[src/rtl/cpu_types_pkg.sv]
// Shared types for the memory stage: data word, FSM state and decoded access kind.
package cpu_types_pkg;

  typedef logic [31:0] word_t;

  localparam int WORD_AW = 30;
  typedef logic [WORD_AW-1:0] waddr_t;

  typedef enum logic [1:0] {
    IDLE = 2'd0,
    REQ  = 2'd1,
    DONE = 2'd2
  } memstate_t;

  typedef struct packed {
    logic rd;
    logic wr;
    logic ll;
    logic sc;
  } memop_t;

  // Store beats load when both are set; LL only qualifies a load, SC only a store.
  function automatic memop_t decode_op(input logic dren, input logic dwen,
                                       input logic ll, input logic sc);
    memop_t op;
    op.wr = dwen;
    op.rd = dren & ~dwen;
    op.ll = ll & dren & ~dwen;
    op.sc = sc & dwen;
    return op;
  endfunction

endpackage

[src/rtl/mem_stage_link_reg.sv]
// LL/SC reservation: one word address plus a valid bit, dropped by SC or a
// snooped store to the reserved word.
module link_reg
  import cpu_types_pkg::*;
(
  input  logic                 CLK,
  input  logic                 RST,
  input  logic                 i_set,
  input  logic [WORD_AW-1:0]   i_set_addr,
  input  logic                 i_clear,
  input  logic                 i_snoop_valid,
  input  logic [WORD_AW-1:0]   i_snoop_addr,
  input  logic [WORD_AW-1:0]   i_check_addr,
  output logic                 o_link_valid,
  output logic                 o_match
);

  logic               r_valid;
  logic [WORD_AW-1:0] r_addr;

  always_ff @(posedge CLK) begin
    if (RST) begin
      r_valid <= 1'b0;
      r_addr  <= '0;
    end else if (i_set) begin
      r_valid <= 1'b1;
      r_addr  <= i_set_addr;
    end else if (i_clear || (i_snoop_valid && (i_snoop_addr == r_addr))) begin
      r_valid <= 1'b0;
    end
  end

  assign o_link_valid = r_valid;
  assign o_match      = (r_addr == i_check_addr);

endmodule

[src/rtl/mem_stage.sv]
// Memory-access stage: turns EX/MEM load/store controls into a registered cache
// request, stalls upstream until dhit, and handles LL/SC and a cache timeout.
module mem_stage
  import cpu_types_pkg::*;
#(
  parameter int MAX_WAIT = 255
) (
  input  logic        CLK,
  input  logic        RST,
  input  logic        mem_valid,
  input  logic        dren_in,
  input  logic        dwen_in,
  input  logic        ll_in,
  input  logic        sc_in,
  input  logic [31:0] addr_in,
  input  logic [31:0] store_in,
  input  logic        dhit,
  input  logic [31:0] dmemload,
  output logic        dmemREN,
  output logic        dmemWEN,
  output logic [31:0] dmemaddr,
  output logic [31:0] dmemstore,
  output logic        mem_stall,
  output logic [31:0] load_out,
  output logic        load_valid,
  output logic        sc_result,
  output logic        err_out
);

  localparam int CW = (MAX_WAIT > 1) ? $clog2(MAX_WAIT + 1) : 1;
  localparam logic [CW-1:0] CNT_LAST = CW'(MAX_WAIT - 1);

  memstate_t r_state, w_next;
  memop_t    w_op, r_op;

  logic          r_ren, r_wen;
  word_t         r_addr, r_store;
  word_t         r_load_out;
  logic          r_load_valid, r_sc_result, r_err;
  logic [CW-1:0] r_cnt;

  logic w_accept, w_launch, w_sc_fail, w_hit_done, w_timeout, w_req_miss, w_stall;
  logic w_link_valid, w_link_match, w_link_ok;
  logic w_link_set, w_link_clr, w_snoop;

  assign w_op      = decode_op(dren_in, dwen_in, ll_in, sc_in);
  assign w_accept  = mem_valid & (dren_in | dwen_in);
  assign w_link_ok = w_link_valid & w_link_match;

  // IDLE: wait for an access | REQ: request held until dhit or timeout | DONE: one-cycle result
  always_ff @(posedge CLK) begin
    if (RST) r_state <= IDLE;
    else     r_state <= w_next;
  end

  always_comb begin
    w_next     = r_state;
    w_stall    = 1'b0;
    w_launch   = 1'b0;
    w_sc_fail  = 1'b0;
    w_hit_done = 1'b0;
    w_timeout  = 1'b0;
    w_req_miss = 1'b0;
    case (r_state)
      IDLE: begin
        if (w_accept) begin
          w_stall = 1'b1;
          if (w_op.sc && !w_link_ok) begin
            w_sc_fail = 1'b1;
            w_next    = DONE;
          end else begin
            w_launch = 1'b1;
            w_next   = REQ;
          end
        end
      end
      REQ: begin
        w_stall = 1'b1;
        if (dhit) begin
          w_hit_done = 1'b1;
          w_next     = DONE;
        end else if (r_cnt == CNT_LAST) begin
          w_timeout = 1'b1;
          w_next    = DONE;
        end else begin
          w_req_miss = 1'b1;
        end
      end
      DONE:    w_next = IDLE;
      default: w_next = IDLE;
    endcase
  end

  always_ff @(posedge CLK) begin
    if (RST) begin
      r_op         <= '0;
      r_ren        <= 1'b0;
      r_wen        <= 1'b0;
      r_addr       <= '0;
      r_store      <= '0;
      r_load_out   <= '0;
      r_load_valid <= 1'b0;
      r_sc_result  <= 1'b0;
      r_err        <= 1'b0;
      r_cnt        <= '0;
    end else begin
      // result outputs live for the single DONE cycle only
      r_load_out   <= '0;
      r_load_valid <= 1'b0;
      r_sc_result  <= 1'b0;
      if (w_launch) begin
        r_op    <= w_op;
        r_ren   <= w_op.rd;
        r_wen   <= w_op.wr;
        r_addr  <= addr_in;
        r_store <= store_in;
        r_cnt   <= '0;
      end
      if (w_sc_fail) begin
        r_load_valid <= 1'b1;
      end
      if (w_hit_done || w_timeout) begin
        r_ren        <= 1'b0;
        r_wen        <= 1'b0;
        r_addr       <= '0;
        r_store      <= '0;
        r_load_valid <= r_op.rd | r_op.sc;
      end
      if (w_hit_done) begin
        r_sc_result <= r_op.sc;
        if (r_op.sc)      r_load_out <= 32'd1;
        else if (r_op.rd) r_load_out <= dmemload;
      end
      if (w_timeout) begin
        r_err <= 1'b1;
      end
      if (w_req_miss) begin
        r_cnt <= r_cnt + CW'(1);
      end
    end
  end

  assign w_link_set = w_hit_done & r_op.ll;
  assign w_link_clr = (w_hit_done & r_op.sc) | w_sc_fail;
  assign w_snoop    = w_hit_done & r_op.wr & ~r_op.sc;

  link_reg u_link_reg (
    .CLK           (CLK),
    .RST           (RST),
    .i_set         (w_link_set),
    .i_set_addr    (r_addr[31:2]),
    .i_clear       (w_link_clr),
    .i_snoop_valid (w_snoop),
    .i_snoop_addr  (r_addr[31:2]),
    .i_check_addr  (addr_in[31:2]),
    .o_link_valid  (w_link_valid),
    .o_match       (w_link_match)
  );

  assign dmemREN    = r_ren;
  assign dmemWEN    = r_wen;
  assign dmemaddr   = r_addr;
  assign dmemstore  = r_store;
  assign mem_stall  = w_stall;
  assign load_out   = r_load_out;
  assign load_valid = r_load_valid;
  assign sc_result  = r_sc_result;
  assign err_out    = r_err;

endmodule

[config.mk]
export PLATFORM = sky130hd
export DESIGN_NAME = mem_stage
export DESIGN_NICKNAME = d
export VERILOG_FILES = /design/src/rtl/cpu_types_pkg.sv /design/src/rtl/mem_stage_link_reg.sv /design/src/rtl/mem_stage.sv
export SDC_FILE = /design/constraint.sdc
export NUM_CORES = 1
export LEC_CHECK = 0
export BUFFER_PORTS_ARGS = -buffer_cell sky130_fd_sc_hd__buf_4
export CAP_MARGIN = 15
export CORE_AREA = 4 4 125 127
export CTS_BUF_LIST = sky130_fd_sc_hd__clkbuf_4
export DETAILED_ROUTE_END_ITERATION = 10
export DIE_AREA = 0 0 129 131
export PLACE_DENSITY = 0.73
export SYNTH_ARGS = -nofsm -noshare
export SYNTH_HDL_FRONTEND = slang
export SYNTH_HIERARCHICAL = 1
export SYNTH_SLANG_ARGS = --single-unit
[constraint.sdc]
create_clock -name CLK -period 3.1 [get_ports CLK]
set_input_delay 0.465 -clock CLK [delete_from_list [all_inputs] [get_ports CLK]]
set_output_delay 0.465 -clock CLK [all_outputs]
set_load 0.01 [all_outputs]
## After elaboration in Yosys (flattened, before gate mapping)

Index checks and enable logic that the tools add are counted.

- Output and inout port bits: 102
- Word-level logic and storage cells: 82
- Flip-flop bits (word level): 146

- Mux-type cells: 29
- Equality and inequality tests: 6
- Bitwise operators: 17
- $add $sub $neg: 1
- Reductions and logical operators: 12

Operators with widths:

| cell | count |
|---|---|
| == test 30 bit | 2 |
| 2-to-1 mux 1 bit | 21 |
| 2-to-1 mux 8 bit | 2 |
| AND 1 bit | 10 |
| adder 8 x 1 -> 8 bit, second input constant | 1 |
| == test 8 bit, second input constant | 1 |
| 2-to-1 mux 2 bit | 4 |
| NOT 1 bit | 4 |
| case mux 2 bit (2 select lines) | 1 |
| nonzero test 2 bit | 2 |
| OR reduction 2 bit | 2 |
| OR reduction 4 bit | 1 |
| inequality test 3 bit, second input constant | 1 |
| bitwise OR 1 bit | 3 |
| == test 2 x 1 -> 1 bit, second input constant | 1 |
| logical AND 1 bit | 2 |
| zero test 2 bit | 1 |
| logical OR 1 bit | 2 |
| inequality test 2 bit, second input constant | 1 |
| case mux 1 bit (2 select lines) | 1 |
| AND reduction 2 bit | 1 |
| zero test 1 bit | 1 |

## Longest topological paths before layout

- Depth in word-level cells: 11
- Gate-level depth with buffers: 10
- Gate-level depth less buffers: 9

## Hierarchy

The synthesis kept the hierarchy.

Modules (own cells, without submodules):

| module | instances | seq. area each (um^2) | area each (um^2) | cells an instance |
|---|---|---|---|---|
| mem_stage | 1 | 2302.2 | 3961.3 | 446 |
| link_reg | 1 | 620.6 | 1737.9 | 182 |

## Least setup slack after synthesis

OpenSTA, ideal clock, no wires.

- Path type: input-to-reg
- From: input port addr_in[29]
- To: register r_cnt[1]
- Stages on the path: 10
- Data required time: 2971 ps
- Setup slack: 828 ps
- Arrival time: 2143 ps
- Path through: xor2_1 > nor4_1 > nand3_1 > nor4_1 > nand2_1 > a311o_1 > buf_2 > buf_2 > nand4_1 > o31ai_1

- Word-level cells in the longest chain between the ends: 8

RTL lines:

| item | line | RTL |
|---|---|---|
| from (decl) | mem_stage.sv:15 | `input logic [31:0] addr_in,` |
| == test 30 bit | mem_stage_link_reg.sv:34 | `assign o_match = (r_addr == i_check_addr);` |
| via w_link_match | mem_stage.sv:43 | `logic w_link_valid, w_link_match, w_link_ok;` |
| AND 1 bit | mem_stage.sv:48 | `assign w_link_ok = w_link_valid & w_link_match;` |
| zero test 1 bit | mem_stage.sv:68 | `if (w_op.sc && !w_link_ok) begin` |
| logical AND 1 bit | mem_stage.sv:68 |  |
| 2-to-1 mux 1 bit | mem_stage.sv:68 |  |
| 2-to-1 mux 1 bit | mem_stage.sv:66 | `if (w_accept) begin` |
| 2-to-1 mux 1 bit | mem_stage.sv:64 | `case (r_state)` |
| nonzero test 2 bit (no source line) | -- |  |
| to (signal assigned) | mem_stage.sv:138 | `r_cnt <= r_cnt + CW'(1);` |
| to (decl) | mem_stage.sv:40 | `logic [CW-1:0] r_cnt;` |

The timed path passes the listed nets, and every way through them passes these cells.
A chain may end at the register's enable or synchronous reset.

## Worst setup path after layout

- From: register u_link_reg.r_addr[5]
- To: register r_op[0] (netlist bit)

- Word-level cells in the longest chain between the ends: 7

RTL lines:

| item | line | RTL |
|---|---|---|
| from (decl) | mem_stage_link_reg.sv:19 | `logic [WORD_AW-1:0] r_addr;` |
| from (signal assigned) | mem_stage_link_reg.sv:27 | `r_addr <= i_set_addr;` |
| == test 30 bit | mem_stage_link_reg.sv:34 |  |
| via w_link_match | mem_stage.sv:43 |  |
| AND 1 bit | mem_stage.sv:48 |  |
| zero test 1 bit | mem_stage.sv:68 |  |
| logical AND 1 bit | mem_stage.sv:68 |  |
| 2-to-1 mux 1 bit | mem_stage.sv:68 |  |
| 2-to-1 mux 1 bit | mem_stage.sv:66 |  |
| 2-to-1 mux 1 bit | mem_stage.sv:64 |  |
| to (signal assigned) | mem_stage.sv:112 | `r_op <= w_op;` |
| to (decl) | mem_stage.sv:34 | `memop_t w_op, r_op;` |

The timed path passes the listed nets, and every way through them passes these cells.

==> summary.md <==
| Metric | Value |
|---|---|
| Initial Util | `39.5%` |
| Worst vdd ir | `0.224 mV` |
| Clk_skew | `0.0192 ns` |
| DR vias | `4969` |
| Synth top area cells | `dfxtp_1 (51%), nand2_1 (9.4%), a21oi_1 (6.7%)` |
| Max-cap violation count | `0` |
| # resized after CTS | `0` |
| Fillers | `1375` |
| Synth Instances | `628` |
| Sequential share of power | `54.8%` |
| Worst setup SP type | `flip-flop` |
| Synth warn | `6` |
| Final hold slack | `0.125 ns` |
| Hold Fails Final Rpt | `0` |
| Global route total overflow | `0` |
| Clock power frac | `32.1%` |
| Clock Root Buffer | `clkbuf_4` |
| Max Fclk | `0.363 GHz` |
| Setup TNS | `0 ns` |
| CP required | `3.55 ns` |
| I/O pin count | `206` |
| Register area | `2920 µm²` |
| Die Wd | `129 µm` |
| First-pass GRT wire length | `24.3 mm` |
| Top-area cell type share of the netlist area | `51.3%` |
| CTS tree | `done` |
| Multi-input logic area | `2600 µm²` |
| Vias in the first global route | `4908` |
| Number of port buffers | `205` |
| Layout overhead on the synthesized area | `35.1%` |
| Flops & latches, synth | `146` |
| Syn Std Cell Area | `5700 µm²` |
| Pin count of the biggest net entering global routing | `43` |
| Layout net count | `934` |
| Max Slew Vio Count | `0` |
| H-Tree Level Count | `4` |
| Wire per inst | `15.2 µm` |
| NetSw | `0.972 mW` |
| Pre-antenna DRT Iters | `4` |
| Syn Area/Cell | `9.08 µm²` |
| Count leader, synth | `dfxtp_1` |
| Max-slew headroom | `61.8%` |
| WP data arrival | `3.20 ns` |
| Longest Clk Path Bufs | `2` |
| Clk pin slew, worst setup/hold paths | `0.13 ns` |
| Internal power | `2.64 mW` |
| Setup Buffers After CTS | `0` |
| Sequential fraction of the synthesis area | `51.3%` |
| Syn nets | `734` |
| Synth unique cells | `39` |
| PD cells | `469 nW/µm²` |
| Tot GR Track Use | `18.4%` |
| Status | `complete, no violations` |
| DRC violations left | `0` |
| Clock Latency Late Sink | `0.53 ns` |
| Antenna Nets Post-Route | `0` |
| DRT iter0 DRCs | `264` |
| Tightest Hold Check Type | `input pin to flip-flop` |
| Die Y | `131 µm` |
| Part of the cycle the worst path needs | `89.0%` |
| RSZ-0062 raised after global routing | `no` |
| Most used DFF post-synth | `dfxtp_1` |
| GP Congestion | `0.831` |
| Static Leak | `3.22 nW` |
| Crit path max fanout | `33` |
| Row count | `44` |
| # hold bufs at CTS | `0` |
| Crit Path Class | `flip-flop to flip-flop` |
| Post-synth EDFFs | `0` |
| Worst Setup End Kind | `flip-flop` |
| Final setup violation count | `0` |
| Minimum clock period | `2.76 ns` |
| Dpl hpwl | `11.4 mm` |
| Worst slew pin tran | `0.572 ns` |
| Synth top cells by count | `dfxtp_1 (146), nand2_1 (142), a21oi_1 (76)` |
| CTS Buf Count | `17` |
| Post-synth top area cell | `dfxtp_1` |
| Number of vias per cell | `4.84` |
| Sw frac | `26.9%` |
| Layout cells sized above 1 | `30.0%` |
| Synth async-reset ratio | `0%` |
| Share of total power in combinational logic | `13.1%` |
| Antenna violations before repair | `1` |
| Clock sinks | `146` |
| Die area | `16900 µm²` |
| Core Region | `14400 µm²` |
| Post-Route WL | `15.6 mm` |
worst paths after layout:
check	end	from	slack, ns	cells past startpoint
setup reg to reg	r_op[0]$_SDFFE_PP0P_	u_link_reg/r_addr[5]$_SDFFE_PP0P_	0.34	10
setup / recovery	r_op[0]$_SDFFE_PP0P_	u_link_reg/r_addr[5]$_SDFFE_PP0P_	0.34	10
hold / removal	load_out[16]$_SDFF_PP0_	dmemload[16]	0.12	2
hold reg to reg	dmemaddr[0]$_SDFFE_PP0P_	dmemaddr[0]$_SDFFE_PP0P_	0.46	2
flip-flops by register name, indices dropped and copies added (netlist names):
| name | count |
|---|---|
| dmemaddr | 32 |
| r_state | 2 |
| err_out | 1 |
| dmemREN | 1 |
| u_link_reg/r_addr | 30 |
| load_out | 32 |
| load_valid | 1 |
| u_link_reg/o_link_valid | 1 |
| r_op | 4 |
| sc_result | 1 |
| r_cnt | 8 |
| dmemstore | 32 |
| dmemWEN | 1 |
logic make-up after synthesis:
group	share of synthesized area, %
flops	51.3
simple gates	20.5
fa+ha+maj	0.439
xor+xnor	10.1
buf+inv	3.45
mux	5.27
compound gates	8.89
layer usage:
metal | share of wire, % | global-route usage (%) | vias to the layer above
li1 | - | - | 2480
met2 | 49 | 31.2 | 161
met1 | 41 | 21.5 | 2312
met4 | 1.6 | 6.18 | 0
met5 | 0 | 0 | -
met3 | 8.2 | 6.95 | 16
layout make-up:
cell class	count	share of cell area, %
Antenna cell	1	0.0325
Timing Repair Buffer	214	21.5
Inverter	4	0.195
Clock inverter	15	1.87
Clock buffer	17	1.66
Sequential cell	146	38.0
Tap cell	184	2.99
Multi-Input combinational cell	445	33.8
metrics by stage:
stage                     utilization, %  power (mW)  instance area (µm²)  worst slack (ns)  cells
after floorplan                        -        2.23                 5700             0.828    628
after global placement              51.5        2.49                 7420             0.333    993
after detailed placement            51.5        2.50                 7420             0.169    993
after CTS                           53.4        3.66                 7700             0.334   1025
after global routing                53.4        3.80                 7700             0.131   1026
final                               53.4        3.61                 7700             0.342   1026
power groups by stage:
stage | registers (mW) | logic [mW] | clock network, mW
floorplan | 2.04 | 0.195 | 0
global placement | 2.02 | 0.470 | 0
detailed placement | 2.02 | 0.477 | 0
CTS | 1.98 | 0.478 | 1.20
global route | 1.99 | 0.518 | 1.29
finish | 1.98 | 0.471 | 1.16
layout by cell type, fill, tap and decap left out, drive strengths merged, types with 2 or more instances in the layout:
cell type,synthesis,layout
buf,24,214
dfxtp,146,146
nand2,142,142
a21oi,76,76
nor2,42,42
xnor2,40,40
and2,32,32
mux2i,30,30
xor2,26,26
clkbuf,9,17
nand4,13,13
nor4,11,11
clkinv,0,11
inv,4,4
nor3b,3,3
nand3,3,3
and3,3,3
o21ai,2,2
o211ai,2,2
nor3,2,2
ha,2,2
bufinv,0,2
clkinvlp,0,2
worst max-delay path, cell delays in order, from the launching register on:
cell and delay (ns):
dfxtp_1 0.37, xor2_1 0.17, nor4_1 0.45, nand4_1 0.16, nor4_1 0.30, buf_4 0.19
nand2_1 0.09, a311oi_4 0.42, buf_12 0.24, nor2_1 0.06, a211oi_1 0.21
No activity file was read; power rests on OpenSTA's default activity.
